$ cat config.mk
export PLATFORM = sky130hd
export DESIGN_NAME = simplez_sequencer
export DESIGN_NICKNAME = d
export VERILOG_FILES = /design/src/rtl/simplez_sequencer.sv
export SDC_FILE = /design/constraint.sdc
export NUM_CORES = 1
export LEC_CHECK = 0
export ABC_AREA = 1
export BUFFER_PORTS_ARGS = -buffer_cell sky130_fd_sc_hd__buf_2
export CAP_MARGIN = 20
export CORE_ASPECT_RATIO = 0.9
export CORE_MARGIN = 2
export CORE_UTILIZATION = 40
export CTS_BUF_LIST = sky130_fd_sc_hd__clkbuf_8 sky130_fd_sc_hd__clkbuf_16
export CTS_CLUSTER_SIZE = 24
export DETAILED_ROUTE_END_ITERATION = 10
export PLACE_DENSITY = 0.66
export SETUP_SLACK_MARGIN = 0.05
export SLEW_MARGIN = 10
export SYNTH_ARGS = -nofsm -noshare
export SYNTH_HDL_FRONTEND = slang
export SYNTH_SLANG_ARGS = --single-unit
$ cat constraint.sdc
create_clock -name clk -period 4.2 [get_ports clk]
set_clock_uncertainty 0.2 [all_clocks]
set_input_delay 0.42 -clock clk [delete_from_list [all_inputs] [get_ports clk]]
set_output_delay 0.42 -clock clk [all_outputs]
set_load 0.01 [all_outputs]
$ cat src/rtl/simplez_sequencer.sv
// simplez_sequencer: hardwired I0/I1/O0/O1/HLT control unit for the Simplez datapath.
// Define SIMPLEZ_SEQ_WAIT_EN to add a mem_rdy handshake that stretches the I0 and O0 memory states.
module simplez_sequencer #(
    parameter int CNTW = 16,
    parameter int OPW  = 3
) (
    input  logic            clk,
    input  logic            rst,
    input  logic [OPW-1:0]  opcode,
    input  logic            zero,
    input  logic            start,
`ifdef SIMPLEZ_SEQ_WAIT_EN
    input  logic            mem_rdy,
`endif
    output logic            lec,
    output logic            esc,
    output logic            era,
    output logic            incp,
    output logic            ecp,
    output logic            scp,
    output logic            eri,
    output logic            sri,
    output logic            eac,
    output logic            sac,
    output logic [1:0]      alu_op,
    output logic            stop,
    output logic [2:0]      state,
    output logic [CNTW-1:0] inst_count
);
    localparam logic [2:0] I0 = 3'd0, I1 = 3'd1, O0 = 3'd2, O1 = 3'd3, HLT = 3'd4;
    localparam logic [OPW-1:0] OP_ST = OPW'(0), OP_LD = OPW'(1), OP_ADD = OPW'(2), OP_BR = OPW'(3),
                               OP_BZ = OPW'(4), OP_CLR = OPW'(5), OP_DEC = OPW'(6), OP_HALT = OPW'(7);
    logic [2:0] nxt;
    logic       rdy;
    logic       retire;
`ifdef SIMPLEZ_SEQ_WAIT_EN
    assign rdy = mem_rdy;
`else
    assign rdy = 1'b1;
`endif
    // HALT retires on entry to HLT; every other instruction retires on its return to I0
    assign retire = (state == I1 && nxt != O0) || state == O1;
    always_ff @(posedge clk or posedge rst) begin
        if (rst) begin
            state      <= I0;
            inst_count <= '0;
        end else begin
            state      <= nxt;
            inst_count <= inst_count + CNTW'(retire);
        end
    end
    always_comb begin
        nxt = I0;
        case (state)
            I0:      nxt = rdy ? I1 : I0;
            I1:      nxt = opcode == OP_HALT ? HLT :
                           (opcode == OP_ST || opcode == OP_LD || opcode == OP_ADD) ? O0 : I0;
            O0:      nxt = rdy ? O1 : O0;
            O1:      nxt = I0;
            HLT:     nxt = start ? O1 : HLT;
            default: nxt = I0;
        endcase
    end
    always_comb begin
        lec    = 1'b0;
        esc    = 1'b0;
        era    = 1'b0;
        incp   = 1'b0;
        ecp    = 1'b0;
        scp    = 1'b0;
        eri    = 1'b0;
        sri    = 1'b0;
        eac    = 1'b0;
        sac    = 1'b0;
        alu_op = 2'b00;
        stop   = 1'b0;
        case (state)
            I0: begin
                lec  = 1'b1;
                eri  = rdy;
                incp = rdy;
            end
            I1: begin
                case (opcode)
                    OP_ST, OP_LD, OP_ADD: begin
                        sri = 1'b1;
                        era = 1'b1;
                    end
                    OP_BR: begin
                        sri = 1'b1;
                        era = 1'b1;
                        ecp = 1'b1;
                    end
                    OP_BZ: begin
                        sri = zero;
                        ecp = zero;
                        scp = !zero;
                        era = 1'b1;
                    end
                    OP_CLR, OP_DEC: begin
                        eac    = 1'b1;
                        alu_op = opcode == OP_CLR ? 2'b11 : 2'b10;
                        scp    = 1'b1;
                        era    = 1'b1;
                    end
                    default: ;
                endcase
            end
            O0: begin
                sac    = opcode == OP_ST;
                esc    = opcode == OP_ST && rdy;
                lec    = opcode == OP_LD || opcode == OP_ADD;
                eac    = (opcode == OP_LD || opcode == OP_ADD) && rdy;
                alu_op = opcode == OP_ADD ? 2'b01 : 2'b00;
            end
            O1: begin
                scp = 1'b1;
                era = 1'b1;
            end
            HLT:     stop = 1'b1;
            default: ;
        endcase
    end
endmodule

==> metrics.cfg, run 1 <==
[sta]
setup_tns_ps=0
rsz0062_at_grt=false
layout_min_cycle_time_ps=2180
hold_violations=0
period_share=0.519
fmax_ghz=0.458
slew_headroom=0.511
slew_violations=0
worstMarginPinSlew_ps=732
setup_violations=0

[final_layout]
fill_cells=265
final_core_util=0.508
syn_to_final_growth_pct=23.5
final_cell_count_no_fill=220
register_area_um2=475
multi_input_area_um2=526
nets=200
drive_above_1_share=0.263
antenna_cells=0

[global_route]
grt_overflow=0
track_usage=0.166
grt_start_max_net_pins=20
grt_pass1_vias=949
antenna_found_initial=0
grt_pass1_wl_um=3990

[worst_setup_path]
crit_start=state[2]$_DFF_PP0_
worstPathMaxFanout=6
path_class=flip-flop to flip-flop
cp_data_required_time_ps=4160
cp-start-kind=flip-flop
reg2regPathDepth=10
critPathArrivalTime_ps=2140
crit_path_end_kind=flip-flop
worstReg2RegStart=state[2]$_DFF_PP0_

[synth]
ys_seq_area_frac=0.431
syn_inst=150
mappedNetlistArea_um2=1100
ys_warn_count=0
mappedNetlistNets=159
synth_edf_count=0
synthTopCellsByCount=nand2_1 (40), inv_1 (23), nor2_1 (20)
yosysTopAreaCell=dfrtp_1
ys_ff_latch=19
synth_top_area_share=0.431
synth.distinct_cells=19
yosysMostFrequentCell=nand2_1
synthTopCellsByArea=dfrtp_1 (43%), nand2_1 (14%), inv_1 (7.8%)
syn_avg_cell_area_um2=7.35
synthFlopType=dfrtp_1
async_reset_ff_frac=1.00

[floorplanning]
die-width_um=59.3
die_area_um2=3190
start_util=0.411
row_count=18
die_height_um=53.8
pin_count=39
core_um2=2680

[power]
ir_worst_vdd_v=0.000320
power.total_uw=710
p_leak_uw=0.000772
p_per_area_nw_per_um2=522

[routing]
detail-route-antenna-nets=0
vias_per_cell=4.82
wl_per_cell_um=10.9
finalWirelength_um=2410
drt-pass1-iter-count=4
drcViolationCount=0
num_vias=1061
drt_iter0_markers=32

[place]
dp_cells=216
dp_hpwl_um=1900
portBuffers=38
place_congestion=0.827

[clock_tree]
cts_setup_buffers=0
clock_sinks=19
clkSlewWorstSetupHoldPaths_ps=80
cts_tree=built
numCtsBuffers=3
h-tree-depth=1
postCtsHoldBufs=0
root_buffer=clkbuf_8
cts-resized-gates=0
clk-insertion-delay-late_ps=260
clockBufferDepth=2

[hold_path]
hold_path_class=primary input to asynchronous set/reset pin

[flow_run]
maxCapViolations=0

[run_status]
run_status=complete, no violations

metrics by stage:
stage,instance area [µm²],worst slack [ps],hold slack (ps)
3_5_place_dp,1320,1980,305
4_1_cts,1360,2000,111
5_1_grt,1360,1750,163
3_3_place_gp,1320,2090,286
6_report,1360,2020,77.4
2_1_floorplan,1100,2190,171
cell usage in the layout, fill, tap and decap left out, drive strengths merged:
cell type   n
xnor2       1
clkbuf      3
o21ai       7
nor3        2
xor2        4
clkinv      1
ha          2
nand2      42
a21oi       5
nand4       6
dfrtp      19
nor2       25
buf        38
nand3      12
inv        23
critical path, stage by stage, from the launching register on:
cell and delay [ps]:
dfrtp_1 410, inv_1 100, nand3_1 170, o21ai_0 210, ha_1 240, ha_1 220
nand3_1 160, nor2_2 170, nand3_1 100, nand2_1 70, nand2_1 40
final cells by class:
cell class | count | share of cell area
multi-input combinational | 106 | 0.386
timing repair buffer | 38 | 0.140
tap | 30 | 0.0276
clock buffer | 3 | 0.0303
inverter | 23 | 0.0634
clock inverter | 1 | 0.00368
sequential | 19 | 0.349
report_power, final:
part           internal (µW)  leakage (µW)  switching, µW  total, µW
combinational            114      0.000499            185        299
sequential               229      0.000247           51.5        281
clock                   66.0     0.0000255           64.1        130
kinds of logic after synthesis:
family | Yosys count | synth area share
buffers and inverters | 25 | 0.0919
adder cells (fa/ha/maj) | 2 | 0.0227
XOR/XNOR | 5 | 0.0397
AO/OA/AOI/OAI | 12 | 0.0545
AND/OR/NAND/NOR | 87 | 0.360
flip-flops | 19 | 0.431
layer usage:
metal,GRT usage,wire (µm),vias up
met5,0,0,-
li1,-,-,549
met4,0.0795,36,0
met1,0.227,1170,483
met2,0.260,1090,27
met3,0.0216,105,2
final timing paths:
| kind | endpoint | slack (ps) |
|---|---|---|
| worst max-delay path | inst_count[14]$_DFF_PP0_ | 2020 |
| worst min-delay path | inst_count[10]$_DFF_PP0_ | 80 |
| worst max register to register | inst_count[14]$_DFF_PP0_ | 2020 |
| worst min register to register | inst_count[15]$_DFF_PP0_ | 320 |
| max in group asynchronous | inst_count[9]$_DFF_PP0_ | 3260 |
| min in group clk | state[2]$_DFF_PP0_ | 170 |
state kept, by name (all words and copies together) (netlist names):
register / flops
inst_count: 16
state: 3
No activity file was read; power rests on OpenSTA's default activity.
==> run 2: changes to the inputs <==
clock period = 2.2 ns   (was 4.2 ns; I/O delays follow)
==> metrics.cfg, run 2 (synthesis gave the netlist of run 1 again) <==
[run_status]
run_status=complete, no violations  ; unchanged

[final_layout]
top_regs=inst_count x16, state x3  ; unchanged
fill_cells=250  ; was 265
register_area_um2=475  ; unchanged
multi_input_area_um2=548  ; was 526 µm²
drive_above_1_share=0.275  ; was 0.263
final_common_cell=nand2_1  ; unchanged
nets=203  ; was 200
largest_reg_flops=16  ; unchanged
top_register=inst_count  ; unchanged
syn_to_final_growth_pct=27.9  ; was 23.5%
final_cell_mix=nand2_1 (40), buf_2 (38), inv_1 (24)  ; was nand2_1 (40), buf_2 (38), inv_1 (23)
final_core_util=0.526  ; was 0.508
antenna_cells=0  ; unchanged

[global_route]
track_usage=0.167  ; was 0.166
grt_pass1_wl_um=3950  ; was 3990 µm
antenna_found_initial=0  ; unchanged
grt_pass1_vias=974  ; was 949
grt_overflow=0  ; unchanged
grt_start_max_net_pins=20  ; unchanged

[worst_setup_path]
cp-start-kind=flip-flop  ; unchanged
critPathArrivalTime_ps=1930  ; was 2140 ps
path_class=flip-flop to flip-flop  ; unchanged
reg2regPathDepth=10  ; unchanged
crit_path_end_kind=flip-flop  ; unchanged
worstPathMaxFanout=5  ; was 6
cp_data_required_time_ps=2150  ; was 4160 ps

[routing]
drcViolationCount=0  ; unchanged
detail-route-antenna-nets=0  ; unchanged
num_vias=1078  ; was 1061
wl_per_cell_um=11.4  ; was 10.9 µm
finalWirelength_um=2550  ; was 2410 µm
drt_iter0_markers=47  ; was 32
drt-pass1-iter-count=4  ; unchanged
vias_per_cell=4.83  ; was 4.82

[place]
dp_hpwl_um=2000  ; was 1900 µm
dp_slack_ps=176  ; was 1980 ps
portBuffers=38  ; unchanged
place_congestion=0.882  ; was 0.827

[floorplanning]
die_height_um=53.8  ; unchanged
pin_count=39  ; unchanged
start_util=0.411  ; unchanged
die_area_um2=3190  ; unchanged
row_count=18  ; unchanged
die-width_um=59.3  ; unchanged
core_um2=2680  ; unchanged

[clock_tree]
h-tree-depth=1  ; unchanged
clock_sinks=19  ; unchanged
cts_setup_buffers=0  ; unchanged
clockBufferDepth=2  ; unchanged
clk-insertion-delay-late_ps=260  ; about the same
root_buffer=clkbuf_8  ; unchanged
numCtsBuffers=3  ; unchanged
cts_tree=built  ; unchanged
clkSlewWorstSetupHoldPaths_ps=70  ; was 80 ps

[power]
ir_worst_vdd_v=0.000570  ; was 0.000320 V
p_per_area_nw_per_um2=992  ; was 522 nW/µm²
p_leak_uw=0.000785  ; was 0.000772 µW

[hold_path]
hold_path_class=primary input to flip-flop  ; was primary input to asynchronous set/reset pin
min_path_cells=4

[sta]
setup_slack_ps=221  ; was 2020 ps
setup_violations=0  ; unchanged
period_share=0.900  ; was 0.519
rsz0062_at_grt=false  ; unchanged
worstMarginPinSlew_ps=727  ; was 732 ps
slew_violations=0  ; unchanged
fmax_ghz=0.505  ; was 0.458 GHz
setup_tns_ps=0  ; unchanged
slew_headroom=0.515  ; was 0.511
hold_violations=0  ; unchanged
layout_min_cycle_time_ps=1980  ; was 2180 ps

[flow_run]
maxCapViolations=0  ; unchanged

run 2: repair_timing:
item / in CTS / in global routing
gates resized for setup: 0 / 6
hold buffers: 2 / 0
hold endpoints to repair: 20 / 0
endpoints found under the setup margin: 0 / 5
run 2: power by group:
group,internal (µW),switching (µW)
sequential,438,102
combinational,239,380
clock,124,116
run 2: cell type report:
| class | count | share of cell area |
|---|---|---|
| Clock inverter | 1 | 0.00266 |
| Inverter | 23 | 0.0612 |
| Tap cell | 30 | 0.0266 |
| Timing Repair Buffer | 41 | 0.154 |
| Multi-Input combinational cell | 106 | 0.389 |
| Clock buffer | 3 | 0.0293 |
| Sequential cell | 19 | 0.337 |
run 2: worst max-delay path, cell delays in order (launching register included):
cell	delay [ps]
dfrtp_1	400
inv_1	90
nand3_1	100
o21ai_1	150
ha_2	210
ha_1	210
nand2_1	120
nor2_4	160
nand3_1	100
nand2_1	80
nand2_1	40
run 2: per-layer routing:
| layer | up-vias | part of all wire | global-route usage |
|---|---|---|---|
| li1 | 553 | - | - |
| met1 | 490 | 0.45 | 0.203 |
| met2 | 30 | 0.48 | 0.289 |
| met3 | 5 | 0.045 | 0.0240 |
| met4 | 0 | 0.017 | 0.0795 |
| met5 | - | 0 | 0 |
run 2: path summary, 6_finish.rpt:
check / start / to / slack, ps
worst max register to register: state[2]$_DFF_PP0_ / inst_count[10]$_DFF_PP0_ / 220
worst min-delay path: opcode[2] / state[1]$_DFF_PP0_ / 130
worst min register to register: inst_count[15]$_DFF_PP0_ / inst_count[15]$_DFF_PP0_ / 300
min in group asynchronous: rst / inst_count[2]$_DFF_PP0_ / 430
max in group asynchronous: rst / inst_count[15]$_DFF_PP0_ / 920
worst max-delay path: state[2]$_DFF_PP0_ / inst_count[10]$_DFF_PP0_ / 220
run 2: metrics by stage:
stage	hold slack [ps]	power [µW]	cells	area, µm²
final	126	1400	223	1410
after global routing	167	1500	223	1410
after CTS	115	1380	223	1390
after detailed placement	183	1140	217	1320
after global placement	178	1130	217	1320
after floorplan	-28.9	902	150	1100
==> run 3: changes to the inputs <==
CORE_UTILIZATION = 24   (was 40)
GPL_TIMING_DRIVEN = 0   (was default)
PLACE_DENSITY = default   (was 0.66)
==> metrics.cfg, run 3 (synthesis gave the netlist of run 1 again) <==
[run_status]
run_status=complete, no violations  ; unchanged

[routing]
detail-route-antenna-nets=0  ; unchanged
finalWirelength_um=2630  ; was 2550 µm
drcViolationCount=0  ; unchanged
drt-pass1-iter-count=4  ; unchanged
num_vias=1081  ; was 1078
drt_iter0_markers=83  ; was 47
wl_per_cell_um=10.2  ; was 11.4 µm
vias_per_cell=4.21  ; was 4.83

[clock_tree]
clkSlewWorstSetupHoldPaths_ps=70  ; about the same
clock_sinks=19  ; unchanged
h-tree-depth=1  ; unchanged
root_buffer=clkbuf_8  ; unchanged
clk-insertion-delay-late_ps=250  ; was 260 ps
cts_tree=built  ; unchanged
numCtsBuffers=3  ; unchanged
clockBufferDepth=2  ; unchanged

[sta]
fmax_ghz=0.504  ; was 0.505 GHz
hold_violations=0  ; unchanged
period_share=0.902  ; was 0.900
slew_headroom=0.520  ; was 0.515
rsz0062_at_grt=true  ; was false
setup_violations=0  ; unchanged
setup_slack_ps=215  ; was 221 ps
worstMarginPinSlew_ps=719  ; was 727 ps
setup_tns_ps=0  ; unchanged
holdWs_ps=106  ; was 126 ps
slew_violations=0  ; unchanged
layout_min_cycle_time_ps=1990  ; was 1980 ps

[global_route]
track_usage=0.112  ; was 0.167
antenna_found_initial=0  ; unchanged
grt_pass1_wl_um=4440  ; was 3950 µm
grt_pass1_vias=979  ; was 974
grt_overflow=0  ; unchanged
grt_start_max_net_pins=20  ; unchanged

[final_layout]
final_common_cell=nand2_1  ; unchanged
drive_above_1_share=0.318  ; was 0.275
final_cell_mix=nand2_1 (40), buf_2 (38), inv_1 (21)  ; was nand2_1 (40), buf_2 (38), inv_1 (24)
antenna_cells=0  ; unchanged
top_regs=inst_count x16, state x3  ; unchanged
nets=205  ; was 203
syn_to_final_growth_pct=35.2  ; was 27.9%
final_core_util=0.336  ; was 0.526
largest_reg_flops=16  ; unchanged
top_register=inst_count  ; unchanged

[place]
dp_hpwl_um=2000  ; about the same
place_congestion=0.755  ; was 0.882
dp_slack_ps=-80.5  ; was 176 ps
portBuffers=38  ; unchanged

[worst_setup_path]
crit_path_cell_trace=inv_2 > nand3_4 > o21ai_2 > ha_2 > ha_2 > nand3_2 > nor2_4 > nand3_1 > nand2_1 > nand2_1  ; was inv_1 > nand3_1 > o21ai_1 > ha_2 > ha_1 > nand2_1 > nor2_4 > nand3_1 > nand2_1 > nand2_1
reg2regPathDepth=10  ; unchanged
slowest_stage=dfrtp_1  ; unchanged
cp_num_buf_inv=1  ; unchanged
cp_top_family=simple AND/OR/NAND/NOR gates  ; unchanged
crit_start=state[2]$_DFF_PP0_  ; unchanged
r2r_setup_slack_ps=210  ; was 220 ps
worstPathMaxFanout=6  ; was 5
cp_data_required_time_ps=2150  ; about the same
cp-start-kind=flip-flop  ; unchanged
crit_path_end_kind=flip-flop  ; unchanged
critPathArrivalTime_ps=1930  ; about the same
path_class=flip-flop to flip-flop  ; unchanged
path_depth=10  ; unchanged
slowest_delay_ps=420  ; was 400 ps
r2r_end=inst_count[14]$_DFF_PP0_  ; was inst_count[10]$_DFF_PP0_
worstReg2RegStart=state[2]$_DFF_PP0_  ; unchanged
crit_path_end=inst_count[14]$_DFF_PP0_  ; was inst_count[10]$_DFF_PP0_

[floorplanning]
pin_count=39  ; unchanged
row_count=23  ; was 18
die-width_um=75.4  ; was 59.3 µm
core_um2=4430  ; was 2680 µm²
die_area_um2=5150  ; was 3190 µm²
die_height_um=68.3  ; was 53.8 µm
start_util=0.249  ; was 0.411

[power]
p_per_area_nw_per_um2=963  ; was 992 nW/µm²
p_leak_uw=0.000799  ; was 0.000785 µW
ir_worst_vdd_v=0.000295  ; was 0.000570 V
power.total_uw=1440  ; was 1400 µW

[hold_path]
hold_path_class=primary input to flip-flop  ; unchanged

[flow_run]
maxCapViolations=0  ; unchanged

run 3: cell count changes in the layout (fill, tap and decap cells not counted):
cell	previous run	this run
buf_4	1	3
clkinv_2	0	1
ha_1	1	0
ha_2	1	2
inv_1	24	21
inv_2	0	2
nand3_1	10	8
nand3_2	2	3
nand3_4	0	1
o21ai_1	3	2
o21ai_2	0	1
run 3: worst register-to-register path, delay by kind of cell (launching register included):
family / cells / cell delay, ps
adder cells (fa/ha/maj): 2 / 430
AND/OR/NAND/NOR: 6 / 570
flip-flops: 1 / 420
AO/OA/AOI/OAI: 1 / 160
buffers and inverters: 1 / 110
run 3: cell type report:
cell class	count	area, µm²
inverters	23	86.3
flip-flops and latches	19	475
clock buffers	3	41.3
plain buffers	2	15.0
fillers	507	2940
multi-input cells	106	572
well taps	62	77.6
repair buffers	41	218
clock inverters	1	5.00
run 3: metal layers:
layer  wire, µm  vias up  track usage
met3        137        2       0.0368
met5          0        -            0
met1       1220      494        0.150
met2       1250       21        0.173
met4         17        0       0.0263
li1           -      564            -
run 3: where the power goes:
group | internal, µW | leakage (µW) | total [µW] | switching, µW
sequential | 438 | 0.000247 | 548 | 110
clock | 126 | 0.0000255 | 238 | 112
combinational | 262 | 0.000526 | 650 | 388
run 3: per-stage QoR:
| stage | area, µm² | std cells |
|---|---|---|
| global placement | 1370 | 250 |
| detailed placement | 1370 | 250 |
| finish | 1490 | 257 |
| CTS | 1450 | 256 |
| global route | 1490 | 257 |
| floorplan | 1100 | 150 |
run 3: worst min-delay path by stage:
| stage | startpoint | end | slack, ps | depth (start not counted) |
|---|---|---|---|---|
| final | opcode[2] | state[1]$_DFF_PP0_ | 110 | 4 |
| after global routing | opcode[2] | state[1]$_DFF_PP0_ | 120 | 4 |
| after CTS | opcode[2] | state[1]$_DFF_PP0_ | 80 | 4 |
| after detailed placement | rst | inst_count[15]$_DFF_PP0_ | 190 | 2 |
| after global placement | rst | inst_count[15]$_DFF_PP0_ | 190 | 2 |
| after floorplan | rst | inst_count[0]$_DFF_PP0_ | -30 | 1 |
run 3: what timing repair did:
item / CTS / global route
endpoints found under the hold margin: 20 / 0
gates resized for setup: 4 / 9
pin swaps: 1 / 1
setup endpoints to repair: 5 / 6
buffers inserted: 0 / 1
hold buffers: 2 / 0
